--- src/rtl/hist_stream_engine_if.sv ---
// hist_stream_engine_if
//   Bundles the sample input stream, the dump request and the readout
//   stream of the histogram engine.
//   master : sample source / readout sink (drives sample_*, dump_req, out_ready)
//   slave  : the engine (drives sample_ready, out_*, busy, overflow)
//   Parameters must match those of the attached hist_stream_engine.
interface hist_stream_engine_if #(
    parameter int DATA_W   = 16,
    parameter int BIN_BITS = 4,
    parameter int CNT_W    = 8
);
    logic [DATA_W-1:0]   sample_data;
    logic                sample_valid;
    logic                sample_ready;
    logic                dump_req;
    logic [CNT_W-1:0]    out_data;
    logic [BIN_BITS-1:0] out_bin;
    logic                out_valid;
    logic                out_last;
    logic                out_ready;
    logic                busy;
    logic                overflow;

    modport master (
        output sample_data, sample_valid, dump_req, out_ready,
        input  sample_ready, out_data, out_bin, out_valid, out_last, busy, overflow
    );

    modport slave (
        input  sample_data, sample_valid, dump_req, out_ready,
        output sample_ready, out_data, out_bin, out_valid, out_last, busy, overflow
    );
endinterface

--- src/rtl/hist_stream_engine.sv ---
// hist_stream_engine
//   Histogram engine: counts samples into 2^BIN_BITS bins selected by the
//   top BIN_BITS bits of each sample, then streams every bin out on request
//   (valid/ready, back-pressurable), clearing each bin as it is read.
//   Ports:
//     clk   : rising-edge clock
//     rst_n : asynchronous active-low reset
//     bus   : hist_stream_engine_if.slave (sample stream, dump_req,
//             readout stream, busy, sticky overflow)
//   Build option:
//     HIST_SATURATE_EN defined   -> a full counter holds at max on increment
//     HIST_SATURATE_EN undefined -> a full counter wraps to 0
//     Either way the increment of a full counter sets the sticky overflow,
//     which clears on the final readout handshake unless set on that edge.
module hist_stream_engine #(
    parameter int DATA_W   = 16,
    parameter int BIN_BITS = 4,
    parameter int CNT_W    = 8
) (
    input  logic                  clk,
    input  logic                  rst_n,
    hist_stream_engine_if.slave   bus
);
    localparam int                  NUM_BINS = 1 << BIN_BITS;
    localparam logic [BIN_BITS-1:0] LAST_IDX = '1;

    typedef enum logic {ACCUM, DUMP} state_t;

    state_t                         state_q, state_d;
    logic [BIN_BITS-1:0]            rd_idx_q, rd_idx_d;
    logic [NUM_BINS-1:0][CNT_W-1:0] cnt_q;
    logic [NUM_BINS-1:0]            ovf_hit;
    logic                           ovf_q;
    logic [BIN_BITS-1:0]            bin;
    logic                           accept, hs, last;
    logic                           ready, valid, busy;
    logic                           unused_low;

    assign bin        = bus.sample_data[DATA_W-1 -: BIN_BITS];
    assign unused_low = ^bus.sample_data;   // only the top bits select a bin

    // ---------------- control FSM ----------------
    always_ff @(posedge clk or negedge rst_n) begin
        if (!rst_n) begin
            state_q  <= ACCUM;
            rd_idx_q <= '0;
        end else begin
            state_q  <= state_d;
            rd_idx_q <= rd_idx_d;
        end
    end

    always_comb begin
        state_d  = state_q;
        rd_idx_d = rd_idx_q;
        accept   = 1'b0;
        hs       = 1'b0;
        last     = 1'b0;
        ready    = 1'b0;
        valid    = 1'b0;
        busy     = 1'b0;
        case (state_q)
            ACCUM: begin
                ready  = 1'b1;
                // a sample arriving with dump_req is still counted this edge
                accept = bus.sample_valid;
                if (bus.dump_req) begin
                    state_d  = DUMP;
                    rd_idx_d = '0;
                end
            end
            DUMP: begin
                valid = 1'b1;
                busy  = 1'b1;
                last  = (rd_idx_q == LAST_IDX);
                hs    = bus.out_ready;
                if (hs) begin
                    rd_idx_d = rd_idx_q + 1'b1;   // wraps to 0 after the last bin
                    if (last) state_d = ACCUM;
                end
            end
            default: state_d = ACCUM;
        endcase
    end

    // ---------------- per-bin counters ----------------
    // Increment (ACCUM) and clear (DUMP handshake) never coincide, as they
    // are decoded from different states.
    for (genvar i = 0; i < NUM_BINS; i++) begin : g_bin
        logic [CNT_W-1:0] cnt;
        logic             inc, clr, at_max;

        assign inc        = accept && (bin == BIN_BITS'(i));
        assign clr        = hs && (rd_idx_q == BIN_BITS'(i));
        assign at_max     = &cnt;
        assign ovf_hit[i] = inc && at_max;
        assign cnt_q[i]   = cnt;

        always_ff @(posedge clk or negedge rst_n) begin
            if (!rst_n) begin
                cnt <= '0;
            end else if (clr) begin
                cnt <= '0;
            end else if (inc) begin
`ifdef HIST_SATURATE_EN
                if (!at_max) cnt <= cnt + 1'b1;
`else
                cnt <= cnt + 1'b1;
`endif
            end
        end
    end

    // Sticky overflow; a new overflow on the final handshake edge wins.
    always_ff @(posedge clk or negedge rst_n) begin
        if (!rst_n)          ovf_q <= 1'b0;
        else if (|ovf_hit)   ovf_q <= 1'b1;
        else if (hs && last) ovf_q <= 1'b0;
    end

    // ---------------- outputs ----------------
    assign bus.sample_ready = ready;
    assign bus.out_valid    = valid;
    assign bus.busy         = busy;
    assign bus.out_last     = last;
    assign bus.out_bin      = rd_idx_q;   // 0 whenever idle
    assign bus.out_data     = valid ? cnt_q[rd_idx_q] : '0;
    assign bus.overflow     = ovf_q;
endmodule

--- src/flat_wrapper.sv ---
// flat-port wrapper written by rule: the top's interface ports become plain ports
module hist_stream_engine_flat 
#(
    parameter int DATA_W   = 16,
    parameter int BIN_BITS = 4,
    parameter int CNT_W    = 8
)
  (clk, rst_n, bus_sample_data, bus_sample_valid, bus_dump_req, bus_out_ready, bus_sample_ready, bus_out_data, bus_out_bin, bus_out_valid, bus_out_last, bus_busy, bus_overflow);
  hist_stream_engine_if #(.DATA_W(DATA_W), .BIN_BITS(BIN_BITS), .CNT_W(CNT_W)) bus_i ();
  input  logic clk;
  input  logic rst_n;
  input wire logic [$bits(bus_i.sample_data)-1:0] bus_sample_data;
  input wire logic [$bits(bus_i.sample_valid)-1:0] bus_sample_valid;
  input wire logic [$bits(bus_i.dump_req)-1:0] bus_dump_req;
  input wire logic [$bits(bus_i.out_ready)-1:0] bus_out_ready;
  output wire logic [$bits(bus_i.sample_ready)-1:0] bus_sample_ready;
  output wire logic [$bits(bus_i.out_data)-1:0] bus_out_data;
  output wire logic [$bits(bus_i.out_bin)-1:0] bus_out_bin;
  output wire logic [$bits(bus_i.out_valid)-1:0] bus_out_valid;
  output wire logic [$bits(bus_i.out_last)-1:0] bus_out_last;
  output wire logic [$bits(bus_i.busy)-1:0] bus_busy;
  output wire logic [$bits(bus_i.overflow)-1:0] bus_overflow;
  assign bus_i.sample_data = bus_sample_data;
  assign bus_i.sample_valid = bus_sample_valid;
  assign bus_i.dump_req = bus_dump_req;
  assign bus_i.out_ready = bus_out_ready;
  assign bus_sample_ready = bus_i.sample_ready;
  assign bus_out_data = bus_i.out_data;
  assign bus_out_bin = bus_i.out_bin;
  assign bus_out_valid = bus_i.out_valid;
  assign bus_out_last = bus_i.out_last;
  assign bus_busy = bus_i.busy;
  assign bus_overflow = bus_i.overflow;
  hist_stream_engine #(.DATA_W(DATA_W), .BIN_BITS(BIN_BITS), .CNT_W(CNT_W)) u_core (.clk(clk), .rst_n(rst_n), .bus(bus_i));
endmodule
--- config.mk ---
export PLATFORM = sky130hd
export DESIGN_NAME = hist_stream_engine_flat
export DESIGN_NICKNAME = d
export VERILOG_FILES = /design/src/rtl/hist_stream_engine_if.sv /design/src/rtl/hist_stream_engine.sv /design/src/flat_wrapper.sv
export SDC_FILE = /design/constraint.sdc
export NUM_CORES = 1
export LEC_CHECK = 0
export ABC_AREA = 1
export BUFFER_PORTS_ARGS = -buffer_cell sky130_fd_sc_hd__clkbuf_2
export CAP_MARGIN = 25
export CORE_MARGIN = 2
export CORE_UTILIZATION = 50
export DETAILED_ROUTE_END_ITERATION = 12
export GPL_ROUTABILITY_DRIVEN = 0
export GPL_TIMING_DRIVEN = 0
export MAX_ROUTING_LAYER = met4
export PLACE_DENSITY_LB_ADDON = 0.05
export SYNTH_ARGS = -nofsm -noshare
export SYNTH_HDL_FRONTEND = slang
export SYNTH_SLANG_ARGS = --single-unit
--- constraint.sdc ---
create_clock -name clk -period 3.1 [get_ports clk]
set_input_delay 0.62 -clock clk [delete_from_list [all_inputs] [get_ports clk]]
set_output_delay 0.62 -clock clk [all_outputs]
set_load 0.02 [all_outputs]
==> results of run 1 <==
[synthesized netlist by cell type, drive strengths merged (6+ instances only)]
master | number | area, sq um
a211oi | 8 | 60.06
a21oi | 132 | 660.6
a22o | 7 | 61.31
a31oi | 6 | 37.54
buf | 11 | 60.06
clkbuf | 15 | 56.30
dfrtp | 134 | 3353
ha | 20 | 250.2
inv | 156 | 585.6
nand2 | 239 | 917.1
nand3 | 57 | 285.3
nand4 | 12 | 75.07
nor2 | 152 | 623.1
nor3 | 40 | 205.2
o21a | 6 | 45.04
o21ai | 145 | 725.7
xnor2 | 7 | 61.31
[routing by layer]
layer	part of all wire, %	global-route usage [%]	up-vias
met3	6.5	5.057	50
met1	46	41.45	3714
li1	-	-	3971
met5	0	-	-
met4	3.0	11.41	0
met2	44	44.76	298
[stage by stage]
stage               instances  setup TNS (ns)  util (%)  total power (W)  hold WS [ns]
floorplan                1172               0         -         0.004124        0.3244
global placement         1413         -117.61     54.01         0.005076        0.4997
detailed placement       1414               0     54.24         0.005100        0.5088
CTS                      1442               0     57.52         0.006934        0.1274
global route             1442     -0.00003797     57.55         0.007395        0.1423
finish                   1442               0     57.55         0.006978        0.1037
[power groups by stage]
| stage | clock network, W | registers, W | logic, W |
|---|---|---|---|
| floorplan | 0 | 0.00238 | 0.00174 |
| global placement | 0 | 0.00246 | 0.00262 |
| detailed placement | 0 | 0.00245 | 0.00265 |
| CTS | 0.00183 | 0.00243 | 0.00267 |
| global route | 0.00190 | 0.00249 | 0.00301 |
| finish | 0.00180 | 0.00245 | 0.00273 |
[critical path, stage by stage, from the launching register on]
cell      delay [ns]
dfrtp_1         0.44
buf_4           0.23
inv_2           0.07
clkbuf_2        0.25
o21ai_0         0.32
nand2_1         0.12
nand2_1         0.09
nand2_1         0.08
nor2_1          0.15
nor2_1          0.05
clkbuf_2        0.17
[cell type report]
cell class / instances / area (sq um) / area share (%)
plain buffers: 26 / 138.9 / 1.508
clock buffers: 24 / 481.7 / 5.231
clock inverters: 4 / 25.02 / 0.2717
inverters: 157 / 590.6 / 6.413
multi-input cells: 855 / 4187 / 45.46
flip-flops and latches: 134 / 3354 / 36.43
well taps: 216 / 270.3 / 2.935
repair buffers: 26 / 161.4 / 1.753
[flip-flops by register name, summed over array words and instances (netlist names)]
register             cells
u_core.g_bin.cnt       128
u_core.bus.out_bin       4
u_core.state_q           1
u_core.bus.overflow      1
[how the worst max path moves through the flow]
stage	startpoint	end	slack, ns	cells after the start
finish	u_core.bus.out_bin[0]	bus_out_data[0]	0.06	10
global route	u_core.bus.out_bin[0]	bus_out_data[1]	-0.00004	10
CTS	u_core.bus.out_bin[0]	bus_out_data[2]	0.02	10
detailed placement	u_core.bus.out_bin[0]	bus_out_data[4]	0.31	10
global placement	rst_n	u_core.g_bin[3].cnt[0]	-0.89	1
floorplan	u_core.bus.out_bin[0]	bus_out_data[5]	0.84	9
[logic make-up after synthesis]
kind of cell             after synthesis  share of synthesized area [%]
XOR/XNOR                              10                          1.062
buffers and inverters                183                          8.572
adder cells (fa/ha/maj)               20                          3.034
AND/OR/NAND/NOR                      510                          26.41
AO/OA/AOI/OAI                        315                          20.25
flip-flops                           134                          40.66
==> metrics.md, run 1 <==
| Metric | Value |
|---|---|
| Status | `finished, final reports clean` |
| Fraction of layout cells with a size suffix above 1 | `8.809%` |
| CTS tree | `built` |
| Commonest non-fill, non-tap cell in the layout | `nand2_1` |
| H-tree Lvls | `4` |
| CP Data Arrival Time | `2.42 ns` |
| Hpwl dp | `18700 microns` |
| Worst Setup Path Type | `flip-flop to primary output` |
| Setup bufs post-CTS | `0` |
| First-pass GRT wire length | `39850 microns` |
| HP Class | `primary input to async pin` |
| WL per Instance | `17.35 microns` |
| CP required | `2.48 ns` |
| Area delta synth->final | `11.67%` |
| Post-DRT Antenna Nets | `0` |
| Clock power share | `25.8%` |
| Sw frac | `43.16%` |
| EDFF count, synth | `0` |
| Wirelength, routed | `25030 microns` |
| Worst reg2reg setup slack | `0.39 ns` |
| Total iterations of the first detailed-routing run | `7` |
| Startpoint types | `flip-flop` |
| Tcrit/Tclk final | `97.96%` |
| R2R Path Start | `u_core.bus.out_bin[1]` |
| Critical Path End Type | `primary output` |
| Die area | `17540 sq um` |
| Vias in the first global route | `7424` |
| R2r endpoint | `u_core.g_bin[0].cnt[6]` |
| Synth Net Count | `1213` |
| Max-cap viol count | `0` |
| Synth Instances | `1172` |
| VDD IR max | `523.3 uV` |
| Post-synth cell types | `38` |
| Mapped Avg Cell Area | `7.036 sq um` |
| N_diodes | `0` |
| CTS Root Buffer Type | `clkbuf_16` |
| Int Pwr | `0.003966 W` |
| Row cnt | `46` |
| Core region area | `16000 sq um` |
| CP max FO | `10` |
| Post-CTS Resized | `15` |
| # DRC | `0` |
| Skew final | `0.009402 ns` |
| # IOs | `38` |
| Final instance area | `9209 sq um` |
| Clk sinks | `134` |
| FF-to-FF path depth | `12` |
| Final hold violation count | `0` |
| Worst-Skew Late Latency | `0.44 ns` |
| Synth async-reset ratio | `100.0%` |
| Max-slew headroom | `61.96%` |
| Die width | `132.4 microns` |
| Max Root-Sink Buffers | `2` |
| Routed via count | `8033` |
| Setup-failing EPs final | `0` |
| Antenna violations before repair | `0` |
| Worst-path clk slew | `0.06 ns` |
| Synthesized area | `8247 sq um` |
| Fin nets | `1258` |
| Seq cells post-synth | `134` |
| Fmax | `329.3 MHz` |
| Synth warn | `0` |
| Post-DR vias/cell | `5.571` |
| Initial cell density of the core | `51.54%` |
| Combinational Power Share | `39.1%` |
| Post-place setup slack | `0.3104 ns` |
| PD cells | `757.8 nW/um^2` |
| Sequential element share of the synthesized area | `40.66%` |
| DRT iter0 DRCs | `798` |
| GRT Total Usage | `30.13%` |
| Most frequent cells in the layout | `nand2_1 (233), inv_1 (146), nor2_1 (141)` |
| PortBufs | `25` |
| Main synth FF type | `dfrtp_1` |
| Reg power frac | `35.1%` |
| Largest net degree at the start of global routing | `93` |
| Gr ovfl total | `0` |
| Area after DPL | `8678 sq um` |
| Worst Setup Slack, final | `0.06329 ns` |
| Min Tclk post-route | `3.037 ns` |
| Switching power total | `0.003012 W` |
| Worst-margin pin slew | `0.5685 ns` |
| Fill count | `1578` |
| Leakage power | `4.482 nW` |
| Total CTS buffers | `17` |
| Die Ht | `132.4 microns` |
| # hold bufs at CTS | `0` |
| Slew Viols, Final | `0` |
Power figures use the tool's default switching activity.
==> run 2, diff against run 1 <==
--- a/config.mk
+++ b/config.mk
@@ -7,9 +7,8 @@
 export LEC_CHECK = 0
 export ABC_AREA = 1
 export BUFFER_PORTS_ARGS = -buffer_cell sky130_fd_sc_hd__clkbuf_2
-export CAP_MARGIN = 25
 export CORE_MARGIN = 2
-export CORE_UTILIZATION = 50
+export CORE_UTILIZATION = 40
 export DETAILED_ROUTE_END_ITERATION = 12
 export GPL_ROUTABILITY_DRIVEN = 0
 export GPL_TIMING_DRIVEN = 0
==> run 2 against run 1 <==
Combinational power is 1% higher. Clock power is 7% higher. Hold slack better by 0.070 ns. Cell count is 4.0% higher. Critical path depth stayed put. Critical endpoint is now bus_out_data[1].
==> metrics.md, run 2 (same netlist as run 1, synthesis figures left out) <==
| Metric | Value |
|---|---|
| Setup TNS | `0 ns (unchanged)` |
| Max-cap viol count | `0 (unchanged)` |
| Final hold violation count | `0 (unchanged)` |
| Post-DR vias/cell | `5.289 (-5.1%)` |
| Wirelength, routed | `26390 microns (+5.4%)` |
| Max Root-Sink Buffers | `2 (unchanged)` |
| CP required | `2.48 ns (about the same)` |
| Largest register FFs | `128 (unchanged)` |
| Die area | `21780 sq um (+24%)` |
| WL per Instance | `17.60 microns (+1.4%)` |
| Die Ht | `147.6 microns (+11%)` |
| N_diodes | `0 (unchanged)` |
| Leakage power | `4.494 nW (+0.27%)` |
| Clk sinks | `134 (unchanged)` |
| HP Class | `primary input to async pin` |
| Fill count | `2137 (+35%)` |
| Most frequent cells in the layout | `nand2_1 (233), inv_1 (146), o21ai_0 (141)` |
| Tcrit/Tclk final | `99.45% (+1.5 points)` |
| Skew final | `0.008752 ns (-0.0006503 ns)` |
| Antenna violations before repair | `0 (unchanged)` |
| # DRC | `0 (unchanged)` |
| Power Total | `0.007137 W (+2.3%)` |
| Setup bufs post-CTS | `0 (unchanged)` |
| Row cnt | `52 (+13%)` |
| GRT Total Usage | `25.72% (-4.4 points)` |
| FF-to-FF path depth | `10 (-2)` |
| # IOs | `38 (unchanged)` |
| R2r endpoint | `u_core.g_bin[5].cnt[5]` |
| Hpwl dp | `19430 microns (+3.9%)` |
| Fraction of layout cells with a size suffix above 1 | `9.439% (+0.63 points)` |
| CP Data Arrival Time | `2.46 ns (+0.04 ns)` |
| Vias in the first global route | `7481 (+0.77%)` |
| Worst-path clk slew | `0.06 ns (about the same)` |
| Max-slew headroom | `60.13% (-1.8 points)` |
| PortBufs | `25 (unchanged)` |
| First-pass GRT wire length | `41570 microns (+4.3%)` |
| Critical path startpoint | `u_core.bus.out_bin[0]` |
| Setup-failing EPs final | `0 (unchanged)` |
| Fin nets | `1258 (unchanged)` |
| H-tree Lvls | `4 (unchanged)` |
| Core region area | `20230 sq um (+26%)` |
| Fmax | `324.4 MHz (-1.5%)` |
| Worst reg2reg setup slack | `0.39 ns (about the same)` |
| Min Tclk post-route | `3.083 ns (+0.04624 ns)` |
| Largest net degree at the start of global routing | `77 (-17%)` |
| Total CTS buffers | `17 (unchanged)` |
| Total iterations of the first detailed-routing run | `6 (-1)` |
| Worst Setup Path Type | `flip-flop to primary output` |
| Die width | `147.6 microns (+11%)` |
| Gr ovfl total | `0 (unchanged)` |
| R2R Path Start | `u_core.bus.out_bin[1]` |
| Biggest register | `u_core.g_bin.cnt` |
| PD cells | `766.0 nW/um^2 (+1.1%)` |
| Area delta synth->final | `12.97%` |
| Post-DRT Antenna Nets | `0 (unchanged)` |
| Commonest non-fill, non-tap cell in the layout | `nand2_1` |
| Routed via count | `7928 (-1.3%)` |
| CTS Root Buffer Type | `clkbuf_16` |
| VDD IR max | `319.4 uV (-39%)` |
| Worst-Skew Late Latency | `0.43 ns (about the same)` |
| Critical Path End Type | `primary output` |
| DRT iter0 DRCs | `742 (-7.0%)` |
| Initial cell density of the core | `40.76% (-11 points)` |
| Status | `finished, final reports clean` |
| Setup crit end | `bus_out_data[1]` |
| RSZ-0062 raised after global routing | `false` |
| Worst-margin pin slew | `0.5981 ns (+0.02957 ns)` |
| CP max FO | `10 (unchanged)` |
| CTS tree | `built` |
| Startpoint types | `flip-flop` |
| Slew Viols, Final | `0 (unchanged)` |
[run 2: how the worst min path moves through the flow]
| stage | startpoint | endpoint | slack (ns) |
|---|---|---|---|
| 4_1_cts | rst_n | u_core.g_bin[8].cnt[1] | 0.18 |
| 6_report | rst_n | u_core.g_bin[8].cnt[2] | 0.17 |
| 5_1_grt | rst_n | u_core.g_bin[8].cnt[2] | 0.21 |
| 3_3_place_gp | u_core.g_bin[6].cnt[4] | u_core.g_bin[6].cnt[4] | 0.51 |
| 2_1_floorplan | rst_n | u_core.bus.out_bin[0] | 0.32 |
| 3_5_place_dp | u_core.g_bin[11].cnt[2] | u_core.g_bin[11].cnt[2] | 0.51 |
[run 2: layout make-up]
| cell class | instances | area, sq um | area share, % |
|---|---|---|---|
| clock buffers | 21 | 450.4 | 4.835 |
| plain buffers | 26 | 141.4 | 1.518 |
| multi-input cells | 855 | 4197 | 45.04 |
| inverters | 157 | 590.6 | 6.339 |
| clock inverters | 10 | 82.58 | 0.8864 |
| repair buffers | 26 | 161.4 | 1.732 |
| well taps | 270 | 337.8 | 3.626 |
| flip-flops and latches | 134 | 3356 | 36.02 |
[run 2: routing by layer]
layer  GRT usage, %  share of wire [%]  vias up
met5              -                  0        -
met2          38.00                 45      191
met3          4.753                4.8       33
li1               -                  -     3978
met1          35.82                 48     3726
met4          8.269                2.2        0
[run 2: metrics by stage]
| step | setup slack (ns) | hold WS, ns | cell area (sq um) | util (%) | instances |
|---|---|---|---|---|---|
| after global routing | 0.009381 | 0.2081 | 9316 | 46.04 | 1499 |
| final | 0.01705 | 0.1735 | 9316 | 46.04 | 1499 |
| after detailed placement | 0.2057 | 0.5105 | 8746 | 43.22 | 1468 |
| after CTS | 0.001039 | 0.1840 | 9304 | 45.98 | 1499 |
| after floorplan | 0.8399 | 0.3244 | 8247 | - | 1172 |
| after global placement | -1.032 | 0.5102 | 8710 | 43.04 | 1467 |
[run 2: power breakdown]
| group | leakage, nW | switching (W) | internal, W | total, W |
|---|---|---|---|---|
| logic | 2.45 | 0.00196 | 0.000816 | 0.00277 |
| clock network | 0.258 | 0.000808 | 0.00111 | 0.00192 |
| registers | 1.78 | 0.000355 | 0.00209 | 0.00245 |
| total | 4.49 | 0.00312 | 0.00402 | 0.00714 |
[run 2: critical path, stage by stage (launching register included)]
cell      delay [ns]
dfrtp_2         0.43
clkbuf_4        0.22
inv_2           0.07
clkbuf_2        0.25
o21ai_0         0.36
nand2_1         0.15
nand2_1         0.13
nand3_1         0.08
nor2_1          0.09
nor2_1          0.06
clkbuf_2        0.19
[run 2: timing repair]
action,4_1_cts,5_1_grt
endpoints found under the setup margin,8,8
gates resized for setup,19,9
endpoints found under the hold margin,0,0
hold buffers,0,0
==> run 3, diff against run 2 <==
--- a/config.mk
+++ b/config.mk
@@ -13,7 +13,7 @@
 export GPL_ROUTABILITY_DRIVEN = 0
 export GPL_TIMING_DRIVEN = 0
 export MAX_ROUTING_LAYER = met4
-export PLACE_DENSITY_LB_ADDON = 0.05
+export SETUP_SLACK_MARGIN = 0.5
 export SYNTH_ARGS = -nofsm -noshare
 export SYNTH_HDL_FRONTEND = slang
 export SYNTH_SLANG_ARGS = --single-unit
==> run 3 against run 2 <==
Sequential power barely moved. Hold slack got worse by 0.024 ns. Worst setup slack improved by 0.39 ns. Register-to-register slack improved by 0.25 ns. First-iteration DRC count rose by 37%. Critical path depth did not move. Utilization rose by 3.2 points. Cell count rose by 0.67%. Non-clock buffer count rose by 9. Maximum frequency rose by 14%. Highest routed layer unchanged.
==> metrics.md, run 3 (same netlist as run 1, synthesis figures left out) <==
| Metric | Value |
|---|---|
| Critical Path End Type | `primary output` |
| Combinational Power Share | `42.4% (+3.6 points)` |
| Worst reg2reg setup slack | `0.64 ns (+0.25 ns)` |
| N_diodes | `0 (unchanged)` |
| CTS Root Buffer Type | `clkbuf_16` |
| DRT iter0 DRCs | `1013 (+37%)` |
| # hold bufs at CTS | `0 (unchanged)` |
| Max-cap viol count | `0 (unchanged)` |
| Routed via count | `8400 (+6.0%)` |
| Startpoint types | `flip-flop` |
| Initial cell density of the core | `40.76% (unchanged)` |
| Fmax | `371.2 MHz (+14%)` |
| Die Ht | `147.6 microns (unchanged)` |
| CP Data Arrival Time | `2.07 ns (-0.39 ns)` |
| Min Tclk post-route | `2.694 ns (-0.3891 ns)` |
| Antenna violations before repair | `0 (unchanged)` |
| Post-DR vias/cell | `5.567 (+5.3%)` |
| Area after DPL | `8746 sq um (unchanged)` |
| Max Root-Sink Buffers | `2 (unchanged)` |
| Commonest non-fill, non-tap cell in the layout | `nand2_1` |
| Setup-failing EPs final | `0 (unchanged)` |
| Total CTS buffers | `17 (unchanged)` |
| Core region area | `20230 sq um (unchanged)` |
| Placed cell count | `1468 (unchanged)` |
| First-pass GRT wire length | `41590 microns (about the same)` |
| Die area | `21780 sq um (unchanged)` |
| Gr ovfl total | `0 (unchanged)` |
| Sw frac | `40.64% (-3.1 points)` |
| Switching power total | `0.003367 W (+8.0%)` |
| Util after Layout | `49.20% (+3.2 points)` |
| Worst-margin pin slew | `0.7005 ns (+0.1024 ns)` |
| Clock power share | `28.1% (+1.2 points)` |
| CP required | `2.48 ns (about the same)` |
| Leakage power | `4.735 nW (+5.3%)` |
| Vias in the first global route | `7691 (+2.8%)` |
| Die width | `147.6 microns (unchanged)` |
| Largest net degree at the start of global routing | `80 (+3.9%)` |
| Tcrit/Tclk final | `86.90% (-13 points)` |
| Clk sinks | `134 (unchanged)` |
| Post-DRT Antenna Nets | `0 (unchanged)` |
| HP Class | `primary input to async pin` |
| R2r endpoint | `u_core.g_bin[5].cnt[4]` |
| Critical path startpoint | `u_core.bus.out_bin[0]` |
| VDD IR max | `474.5 uV (+49%)` |
| PD cells | `832.2 nW/um^2 (+8.6%)` |
| Slew Viols, Final | `0 (unchanged)` |
| Final instance area | `9956 sq um (+6.9%)` |
| CP max FO | `10 (unchanged)` |
| Status | `finished, final reports clean` |
| CTS tree | `built` |
| Worst-path clk slew | `0.06 ns (about the same)` |
| Worst Setup Path Type | `flip-flop to primary output` |
| Row cnt | `52 (unchanged)` |
| R2R Path Start | `u_core.bus.out_bin[1]` |
| Skew final | `0.008390 ns (-0.0003616 ns)` |
| Max-slew headroom | `53.12% (-7.0 points)` |
| FF-to-FF path depth | `10 (unchanged)` |
| PortBufs | `25 (unchanged)` |
| Biggest register | `u_core.g_bin.cnt` |
| Most frequent cells in the layout | `nand2_1 (225), inv_1 (146), nor2_1 (133)` |
| # IOs | `38 (unchanged)` |
| Int Pwr | `0.004918 W (+22%)` |
| H-tree Lvls | `4 (unchanged)` |
| Worst-Skew Late Latency | `0.44 ns (about the same)` |
| Final non-filler cell total | `1509 (+0.67%)` |
| # DRC | `0 (unchanged)` |
| Wirelength, routed | `26770 microns (+1.5%)` |
| Total iterations of the first detailed-routing run | `6 (unchanged)` |
| Fin Hold WS | `0.1499 ns (-0.02359 ns)` |
| WL per Instance | `17.74 microns (+0.78%)` |
| Area delta synth->final | `20.73%` |
| Final hold violation count | `0 (unchanged)` |
| Largest register FFs | `128 (unchanged)` |
| RSZ-0062 raised after global routing | `true` |
| Hpwl dp | `18990 microns (-2.3%)` |
| Fraction of layout cells with a size suffix above 1 | `13.24% (+3.8 points)` |
| Reg power frac | `29.6% (-4.7 points)` |
| GRT Total Usage | `25.75% (+0.026 points)` |
| Fin nets | `1267 (+0.72%)` |
-- run 3: changes by cell type in the layout (fill, tap and decap cells not counted), moves of 7 or more --
| cell | delta |
|---|---|
| buf_8 | +8 |
| buf_4 | +15 |
| nor2_2 | +7 |
| buf_2 | -8 |
| clkbuf_2 | -19 |
| o21ai_2 | +13 |
| o21ai_1 | +35 |
| nand2_1 | -8 |
| a21oi_1 | -7 |
| o21ai_0 | -50 |
| nand2_2 | +8 |
| nor2_1 | -7 |
-- run 3: worst max path at each step --
stage	end	slack, ns
floorplan	bus_out_data[5]	0.84
global placement	u_core.g_bin[13].cnt[0]	-1.03
detailed placement	u_core.g_bin[0].cnt[6]	0.30
CTS	bus_out_data[6]	0.40
global route	bus_out_data[7]	0.35
finish	bus_out_data[3]	0.41
-- run 3: worst max-delay path: stages (launching register included) --
cell and delay (ns):
dfrtp_2 0.42, buf_8 0.15, buf_8 0.14, buf_8 0.15, o21ai_4 0.17, o21ai_2 0.09, nand2_2 0.09, nand2_1 0.06
nor2_1 0.09, nor2_1 0.07, buf_4 0.20
-- run 3: stage by stage --
stage | total power, W | TNS [ns] | setup slack, ns
after detailed placement | 0.005111 | 0 | 0.3020
after floorplan | 0.004124 | 0 | 0.8399
final | 0.008285 | 0 | 0.4061
after global placement | 0.005078 | -136.16 | -1.028
after CTS | 0.007950 | 0 | 0.4000
after global routing | 0.008722 | 0 | 0.3506
-- run 3: area by class of cell --
class	count	area, sq um
inverters	157	603.1
plain buffers	26	384.1
clock inverters	8	167.7
clock buffers	24	491.7
repair buffers	35	264.0
multi-input cells	855	4352
well taps	270	337.8
flip-flops and latches	134	3356
fillers	1958	10280
-- run 3: power by group through the flow --
| stage | sequential (W) | clock, W | combinational, W |
|---|---|---|---|
| final | 0.00245 | 0.00233 | 0.00351 |
| after global routing | 0.00250 | 0.00243 | 0.00380 |
| after CTS | 0.00243 | 0.00235 | 0.00317 |
| after detailed placement | 0.00246 | 0 | 0.00265 |
| after global placement | 0.00246 | 0 | 0.00262 |
| after floorplan | 0.00238 | 0 | 0.00174 |
-- run 3: what timing repair did --
item,CTS,global route
pin swaps,10,15
resized for setup,127,75
buffers inserted,5,3
cloned,1,0
hold endpoints to repair,0,0
setup endpoints to repair,25,8
-- run 3: metal layers --
layer	track usage, %	wire, microns	up-vias
met2	37.42	11610	398
met3	5.278	2196	82
met4	11.49	1218	0
li1	-	-	4003
met5	-	0	-
met1	34.77	11750	3917
